[config.mk]
export PLATFORM = sky130hd
export DESIGN_NAME = dla_debug_network_multi_node
export DESIGN_NICKNAME = d
export VERILOG_FILES = /design/src/rtl/dla_debug_network_pkg.sv /design/src/rtl/dla_debug_network_resp_fifo.sv /design/src/rtl/dla_debug_network_multi_node.sv
export SDC_FILE = /design/constraint.sdc
export NUM_CORES = 1
export LEC_CHECK = 0
export BUFFER_PORTS_ARGS = -buffer_cell sky130_fd_sc_hd__buf_4
export CAP_MARGIN = 30
export CELL_PAD_IN_SITES_DETAIL_PLACEMENT = 1
export CELL_PAD_IN_SITES_GLOBAL_PLACEMENT = 1
export CORE_ASPECT_RATIO = 2
export CORE_UTILIZATION = 42
export CTS_CLUSTER_DIAMETER = 120
export DETAILED_ROUTE_END_ITERATION = 12
export GPL_ROUTABILITY_DRIVEN = 0
export PLACE_DENSITY_LB_ADDON = 0.3
export SKIP_LAST_GASP = 1
export SLEW_MARGIN = 25
export SYNTH_ARGS = -nofsm -noshare
export SYNTH_HDL_FRONTEND = slang
export SYNTH_SLANG_ARGS = --single-unit
[constraint.sdc]
create_clock -name clk -period 4.6 [get_ports clk]
set_input_delay 0.92 -clock clk [delete_from_list [all_inputs] [get_ports clk]]
set_output_delay 0.92 -clock clk [all_outputs]
set_load 0.05 [all_outputs]
[src/rtl/dla_debug_network_pkg.sv]
`default_nettype none
// ============================================================================
// Module   : dla_debug_network_pkg
// Brief    : Shared types and constants for the debug network ring nodes.
// Revision : 1.0 - initial release
// ============================================================================
package dla_debug_network_pkg;

    typedef enum logic [1:0] {
        IDLE      = 2'd0,
        REQ       = 2'd1,
        WAIT_RESP = 2'd2
    } dla_dbg_port_state_e;

    localparam logic [31:0] TIMEOUT_PATTERN = 32'hDEAD_D0D0;
    localparam int          CLOBBER_CNT_W   = 8;

endpackage
`default_nettype wire

[src/rtl/dla_debug_network_resp_fifo.sv]
`default_nettype none
// ============================================================================
// Module   : dla_debug_network_resp_fifo
// Brief    : Response buffer; head entry is read straight from the storage registers.
// Revision : 1.0 - initial release
// ============================================================================
module dla_debug_network_resp_fifo
    import dla_debug_network_pkg::*;
#(
    parameter int DATA_WIDTH = 32,
    parameter int RESP_DEPTH = 4
) (
    input  logic                  clk,
    input  logic                  i_aresetn,
    input  logic                  i_push,
    input  logic [DATA_WIDTH-1:0] i_push_data,
    input  logic                  i_pop,
    output logic [DATA_WIDTH-1:0] o_head_data,
    output logic                  o_full,
    output logic                  o_empty
);

    localparam int C_PTR_W = $clog2(RESP_DEPTH);

    logic [DATA_WIDTH-1:0] r_mem [RESP_DEPTH];
    logic [C_PTR_W:0]      r_wr_ptr;
    logic [C_PTR_W:0]      r_rd_ptr;

    // Extra pointer MSB distinguishes full from empty when the indices match.
    always_ff @(posedge clk or negedge i_aresetn) begin
        if (!i_aresetn) begin
            r_wr_ptr <= '0;
            r_rd_ptr <= '0;
        end else begin
            if (i_push && !o_full)
                r_wr_ptr <= r_wr_ptr + (C_PTR_W+1)'(1);
            if (i_pop && !o_empty)
                r_rd_ptr <= r_rd_ptr + (C_PTR_W+1)'(1);
        end
    end

    always_ff @(posedge clk) begin
        if (i_push && !o_full)
            r_mem[r_wr_ptr[C_PTR_W-1:0]] <= i_push_data;
    end

    assign o_empty     = (r_wr_ptr == r_rd_ptr);
    assign o_full      = (r_wr_ptr[C_PTR_W] != r_rd_ptr[C_PTR_W]) &&
                         (r_wr_ptr[C_PTR_W-1:0] == r_rd_ptr[C_PTR_W-1:0]);
    assign o_head_data = r_mem[r_rd_ptr[C_PTR_W-1:0]];

endmodule
`default_nettype wire

[src/rtl/dla_debug_network_multi_node.sv]
`default_nettype none
// ============================================================================
// Module   : dla_debug_network_multi_node
// Brief    : Debug ring node serving NUM_PORTS AXI-lite read slaves from one hop.
//            Optional response timeout: define DLA_DEBUG_NODE_TIMEOUT_EN.
// Revision : 1.0 - initial release
// ============================================================================
module dla_debug_network_multi_node
    import dla_debug_network_pkg::*;
#(
    parameter int  DATA_WIDTH     = 32,
    parameter int  ADDR_WIDTH     = 32,
    parameter int  ADDR_LOWER     = 24,
    parameter int  MODULE_ID_BASE = 0,
    parameter int  NUM_PORTS      = 4,
    parameter int  RESP_DEPTH     = 4,
    parameter int  TIMEOUT_CYCLES = 1024,
    localparam int BUS_WIDTH      = (ADDR_WIDTH > DATA_WIDTH) ? ADDR_WIDTH : DATA_WIDTH
) (
    input  logic                             clk,
    input  logic                             i_aresetn,
    input  logic                             i_up_forced_valid,
    input  logic [BUS_WIDTH-1:0]             i_up_shared_bus,
    input  logic                             i_up_is_addr,
    output logic                             o_down_forced_valid,
    output logic [BUS_WIDTH-1:0]             o_down_shared_bus,
    output logic                             o_down_is_addr,
    output logic [NUM_PORTS-1:0]             o_req_valid,
    output logic [NUM_PORTS*ADDR_LOWER-1:0]  o_req_addr,
    input  logic [NUM_PORTS-1:0]             i_req_ready,
    input  logic [NUM_PORTS-1:0]             i_resp_valid,
    input  logic [NUM_PORTS*DATA_WIDTH-1:0]  i_resp_data,
    output logic [NUM_PORTS-1:0]             o_resp_ready,
    output logic [CLOBBER_CNT_W-1:0]         o_clobber_count
);

    localparam int C_ID_W   = ADDR_WIDTH - ADDR_LOWER;
    localparam int C_PORT_W = (NUM_PORTS > 1) ? $clog2(NUM_PORTS) : 1;
    localparam logic [DATA_WIDTH-1:0] C_TIMEOUT_DATA = DATA_WIDTH'(TIMEOUT_PATTERN);

    logic [C_ID_W-1:0]      w_up_id;
    logic                   w_up_addr_valid;
    logic [NUM_PORTS-1:0]   w_decode;
    logic [NUM_PORTS-1:0]   w_busy;
    logic [NUM_PORTS-1:0]   w_req;
    logic [NUM_PORTS-1:0]   w_grant;
    logic [NUM_PORTS-1:0]   w_done;
    logic [C_PORT_W-1:0]    w_grant_idx;
    logic [DATA_WIDTH-1:0]  w_port_data [NUM_PORTS];
    logic [DATA_WIDTH-1:0]  w_head_data;
    logic                   w_push;
    logic                   w_pop;
    logic                   w_full;
    logic                   w_empty;
    logic                   w_clobber;
    logic [C_PORT_W-1:0]    r_last;
    logic [CLOBBER_CNT_W-1:0] r_clobber_cnt;
    logic                   r_down_valid;
    logic [BUS_WIDTH-1:0]   r_down_bus;
    logic                   r_down_is_addr;

    assign w_up_id         = i_up_shared_bus[ADDR_WIDTH-1:ADDR_LOWER];
    assign w_up_addr_valid = i_up_forced_valid && i_up_is_addr;

    for (genvar p = 0; p < NUM_PORTS; p++) begin : g_port
        localparam logic [31:0] C_PORT_ID = 32'(MODULE_ID_BASE + p);

        dla_dbg_port_state_e    r_state;
        dla_dbg_port_state_e    w_next_state;
        logic [ADDR_LOWER-1:0]  r_addr;
        logic                   w_is_req;
        logic                   w_is_wait;
        logic                   w_timed_out;

        assign w_decode[p] = w_up_addr_valid && (32'(w_up_id) == C_PORT_ID);

        always_ff @(posedge clk or negedge i_aresetn) begin
            if (!i_aresetn)
                r_state <= IDLE;
            else
                r_state <= w_next_state;
        end

        // A decode always restarts the port, even on the cycle a response is accepted.
        always_comb begin
            w_next_state = r_state;
            case (r_state)
                IDLE:      w_next_state = IDLE;
                REQ:       if (i_req_ready[p]) w_next_state = WAIT_RESP;
                WAIT_RESP: if (w_done[p])      w_next_state = IDLE;
                default:   w_next_state = IDLE;
            endcase
            if (w_decode[p])
                w_next_state = REQ;
        end

        always_comb begin
            w_is_req  = 1'b0;
            w_is_wait = 1'b0;
            case (r_state)
                REQ:       w_is_req  = 1'b1;
                WAIT_RESP: w_is_wait = 1'b1;
                default:   ;
            endcase
        end

        always_ff @(posedge clk or negedge i_aresetn) begin
            if (!i_aresetn)
                r_addr <= '0;
            else if (w_decode[p])
                r_addr <= i_up_shared_bus[ADDR_LOWER-1:0];
        end

`ifdef DLA_DEBUG_NODE_TIMEOUT_EN
        localparam int C_TO_W = $clog2(TIMEOUT_CYCLES);
        logic [C_TO_W-1:0] r_wait_cnt;

        // Saturates so a timed-out port keeps bidding until the arbiter serves it.
        always_ff @(posedge clk or negedge i_aresetn) begin
            if (!i_aresetn)
                r_wait_cnt <= '0;
            else if (!w_is_wait)
                r_wait_cnt <= '0;
            else if (r_wait_cnt != C_TO_W'(TIMEOUT_CYCLES-1))
                r_wait_cnt <= r_wait_cnt + C_TO_W'(1);
        end

        assign w_timed_out = w_is_wait && (r_wait_cnt == C_TO_W'(TIMEOUT_CYCLES-1));
`else
        assign w_timed_out = 1'b0;
`endif

        assign w_busy[p]      = (r_state != IDLE);
        assign w_req[p]       = w_is_wait && (i_resp_valid[p] || w_timed_out);
        assign w_port_data[p] = i_resp_valid[p] ? i_resp_data[p*DATA_WIDTH +: DATA_WIDTH]
                                                : C_TIMEOUT_DATA;
        assign o_req_valid[p] = w_is_req;
        assign o_resp_ready[p] = w_is_wait && w_grant[p] && !w_full;
        assign o_req_addr[p*ADDR_LOWER +: ADDR_LOWER] = r_addr;
    end

    // Round-robin: search starts one past the previous winner.
    always_comb begin
        int  w_idx;
        logic w_found;
        w_grant     = '0;
        w_grant_idx = r_last;
        w_idx       = 0;
        w_found     = 1'b0;
        for (int i = 1; i <= NUM_PORTS; i++) begin
            w_idx = (int'(r_last) + i) % NUM_PORTS;
            if (!w_found && w_req[C_PORT_W'(w_idx)]) begin
                w_found                   = 1'b1;
                w_grant[C_PORT_W'(w_idx)] = 1'b1;
                w_grant_idx               = C_PORT_W'(w_idx);
            end
        end
    end

    assign w_done    = w_grant & {NUM_PORTS{!w_full}};
    assign w_push    = |(w_done & ~w_decode);
    assign w_pop     = !w_empty && !i_up_forced_valid;
    assign w_clobber = |(w_decode & w_busy);

    always_ff @(posedge clk or negedge i_aresetn) begin
        if (!i_aresetn)
            r_last <= C_PORT_W'(NUM_PORTS-1);
        else if (|w_done)
            r_last <= w_grant_idx;
    end

    always_ff @(posedge clk or negedge i_aresetn) begin
        if (!i_aresetn)
            r_clobber_cnt <= '0;
        else if (w_clobber && (r_clobber_cnt != '1))
            r_clobber_cnt <= r_clobber_cnt + CLOBBER_CNT_W'(1);
    end

    dla_debug_network_resp_fifo #(
        .DATA_WIDTH (DATA_WIDTH),
        .RESP_DEPTH (RESP_DEPTH)
    ) u_resp_fifo (
        .clk         (clk),
        .i_aresetn   (i_aresetn),
        .i_push      (w_push),
        .i_push_data (w_port_data[w_grant_idx]),
        .i_pop       (w_pop),
        .o_head_data (w_head_data),
        .o_full      (w_full),
        .o_empty     (w_empty)
    );

    // Upstream traffic owns the slot; buffered responses fill only idle slots.
    always_ff @(posedge clk or negedge i_aresetn) begin
        if (!i_aresetn) begin
            r_down_valid   <= 1'b0;
            r_down_bus     <= '0;
            r_down_is_addr <= 1'b0;
        end else if (i_up_forced_valid) begin
            r_down_valid   <= 1'b1;
            r_down_bus     <= i_up_shared_bus;
            r_down_is_addr <= i_up_is_addr;
        end else begin
            r_down_valid   <= w_pop;
            r_down_bus     <= w_pop ? BUS_WIDTH'(w_head_data) : '0;
            r_down_is_addr <= 1'b0;
        end
    end

    assign o_down_forced_valid = r_down_valid;
    assign o_down_shared_bus   = r_down_bus;
    assign o_down_is_addr      = r_down_is_addr;
    assign o_clobber_count     = r_clobber_cnt;

endmodule
`default_nettype wire
==> impl_metrics.tcl <==
set metrics [dict create \
    synth_edf_count 128 \
    grt_max_degree 83 \
    area_growth_syn_to_layout_pct 29.09 \
    fin_skew_ns 0.01194 \
    synthSimpleGateAreaFrac 0.1081 \
    drtPass1Iterations 5 \
    powerDensity_mw_per_mm2 663.4 \
    status "completed" \
    cts.clk_slew.worst_paths_ns 0.07 \
    max_slew_margin 0.4667 \
    hold_buffers 0 \
    slowest_delay_ns 0.72 \
    end_kind "output pin" \
    postPlaceCellArea_mm2 0.01529 \
    async_reset_ff_frac 0.5461 \
    routed_via_density 5.528 \
    die_w_um 124.0 \
    grt_pass1_vias 9809 \
    start_kind "register" \
    finalHoldViolations 0 \
    core-area_mm2 0.02940 \
    worstSkewPairLatency_ns 0.54 \
    dpl.hpwl_um 26760 \
    cts-root-buf "clkbuf_16" \
    port-buffer-count 317 \
    netlist_instances 962 \
    worstPathArrival_ns 3.56 \
    yosysWarnings 0 \
    drive_gt1_frac 0.3776 \
    synth-compound-area-share 0.08895 \
    synth_area_mm2 0.01250 \
    worstPathCellList "inv_2 > ha_4 > and4bb_1 > a211oi_4 > nor2_2 > nor4b_1 > o21ai_2 > nor3b_1 > buf_4" \
    synth_top_family_by_area "multiplexers" \
    ys_seq_area_frac 0.6158 \
    num-nets-final 1454 \
    tightest_slew_ns 0.7999 \
    p_leak_uw 0.007249 \
    ys_seq_elements 282 \
    finalSetupViolations 0 \
    synth_xor_area_frac 0.01111 \
    start_util 0.4253 \
    cts_setup_buffers 0 \
    num_vias 9132 \
    rr_worst_depth 9 \
    wire_per_inst_um 22.31 \
    max_freq_mhz 223.2 \
    cts_buffer_depth 3 \
    whs_ns 0.4184 \
    numClockSinks 282 \
    cts_tree "built" \
    track_usage 0.2415 \
    synth_fa_ha_area_frac 0.01401 \
    cts_buffers 25 \
    globalRouteOverflowTotal 0 \
    dp_cells 1605 \
    drt_wl_total_um 36860 \
    antenna_found_initial 1 \
    drt_iter0_markers 375 \
    cap_violations 0 \
    grt_pass1_wl_um 55140 \
    ys_types 68 \
    final_util 0.5491 \
    avgSynthCellArea_um2 13.00 \
    synth_ff_type "dfrtp_1" \
    cp.required_ns 3.68 \
    pin_count 318 \
    worst_ir_drop_vdd_v 0.0003316 \
    worst_path_max_delay_cell "dfstp_4" \
    fill_cells 3093 \
    period_minus_slack_ns 4.481 \
    crit_fanout 16 \
    hold_class "in -> async" \
    die_area_mm2 0.03051 \
    post-route-drc-count 0 \
    htreeDepth 1 \
    antenna_left 0 \
    num_rows 89 \
    finalMaxSlewViolations 0 \
    synthMuxAreaShare 0.1379 \
    crit_type "reg -> out" \
    timing.final.crit_share 0.9741 \
    die_y_um 246.0 \
    instances_no_fill 1652 \
    final_cell_area_mm2 0.01614 \
    syn_nets 1148 \
]
-- cells in the final DEF, fill, tap and decap left out, types with 11 or more instances in the layout --
cell type	Yosys	layout
a22oi_1	35	35
buf_4	4	337
clkbuf_16	0	25
dfrtp_1	152	151
edfxtp_1	128	128
ha_1	14	13
mux2_2	49	49
mux2i_1	35	35
mux4_2	35	35
nand2_1	195	194
nand3_1	11	11
nor2_1	14	14
o21ai_0	70	70
o22ai_1	38	38
-- report_power, final --
group	total (uW)	internal, uW	switching (uW)	leakage (uW)
Sequential	4020	3750	270	0.00321
Combinational	4590	1590	3000	0.00365
Clock	2100	1180	919	0.000390
Total	10700	6510	4190	0.00725
-- final cells by class --
type,count,area (um^2),area share
Antenna cell,1,2.502,0.0001550
Clock buffer,30,644.4,0.03992
Clock inverter,16,167.7,0.01039
Inverter,11,41.29,0.002558
Multi-Input combinational cell,609,4564,0.2828
Sequential cell,282,7705,0.4773
Tap cell,364,455.4,0.02821
Timing Repair Buffer,339,2561,0.1587
-- registers in the layout (all words and copies together) (netlist names) --
signal                count
o_down_forced_valid       1
g_port.r_addr            96
o_down_is_addr            1
g_port.r_state            8
u_resp_fifo.r_rd_ptr      3
u_resp_fifo.r_mem       128
o_clobber_count           8
o_down_shared_bus        32
u_resp_fifo.r_wr_ptr      3
r_last                    2
-- cell families after synthesis --
| kind of cell | Yosys count |
|---|---|
| compound gates | 174 |
| flops | 282 |
| mux | 122 |
| xor+xnor | 15 |
| fa+ha+maj | 14 |
| buf+inv | 71 |
| simple gates | 284 |
-- stage by stage --
stage | total power, uW | setup TNS, ns | worst slack [ns]
after floorplan | 7038 | 0 | 0.2832
after global placement | 8479 | 0 | 0.4346
after detailed placement | 8660 | 0 | 0.3378
after CTS | 10820 | 0 | 0.005016
after global routing | 11250 | -0.01290 | -0.01290
final | 10710 | 0 | 0.1193
-- metal layers --
layer / track usage / wire length [um] / up-vias
met5: 0 / 0 / -
met4: 0.08894 / 1303 / 0
met3: 0.02546 / 1561 / 69
met2: 0.4662 / 20930 / 309
met1: 0.2622 / 13060 / 4609
li1: - / - / 4145
-- worst paths after layout --
check / startpoint / end / slack (ns)
worst max-delay path: r_last[0]$_DFFE_PN1P_ / o_resp_ready[1] / 0.12
worst min-delay path: i_aresetn / g_port[1].r_addr[15]$_DFFE_PN0P_ / 0.42
worst max register to register: r_last[0]$_DFFE_PN1P_ / u_resp_fifo.r_mem[1][25]$_DFFE_PP_ / 0.72
worst min register to register: g_port[2].r_addr[10]$_DFFE_PN0P_ / g_port[2].r_addr[10]$_DFFE_PN0P_ / 0.47
max in group asynchronous: i_aresetn / o_clobber_count[6]$_DFFE_PN0P_ / 3.26
min in group clk: g_port[2].r_addr[10]$_DFFE_PN0P_ / g_port[2].r_addr[10]$_DFFE_PN0P_ / 0.47
-- cells in the mapped netlist, types with 6 or more instances --
library cell	n	area (um^2)
o22ai_1	38	237.7
nand3b_1	7	52.55
and2_1	7	43.79
mux2_2	49	551.8
ha_1	14	175.2
a22oi_1	35	262.8
nand3_1	11	55.05
xnor2_1	10	87.58
edfxtp_1	128	3844
nand2_1	195	732.0
nor2_1	14	52.55
mux2i_1	35	350.3
inv_1	9	33.78
clkbuf_1	39	146.4
mux4_2	35	788.3
a21oi_1	7	35.03
o21ai_0	70	350.3
nand4b_1	6	52.55
dfrtp_1	152	3804
buf_2	11	55.05
-- critical path: cells and delay by family (launching register included) --
kind            cells  cell delay (ns)
buf+inv             2             0.39
flops               1             0.72
simple gates        4             1.06
fa+ha+maj           1             0.41
compound gates      2             0.45
-- what timing repair did --
action,CTS,global route
cloned,0,0
gates resized for setup,2,5
endpoints found under the setup margin,3,3
Power figures use the tool's default switching activity.
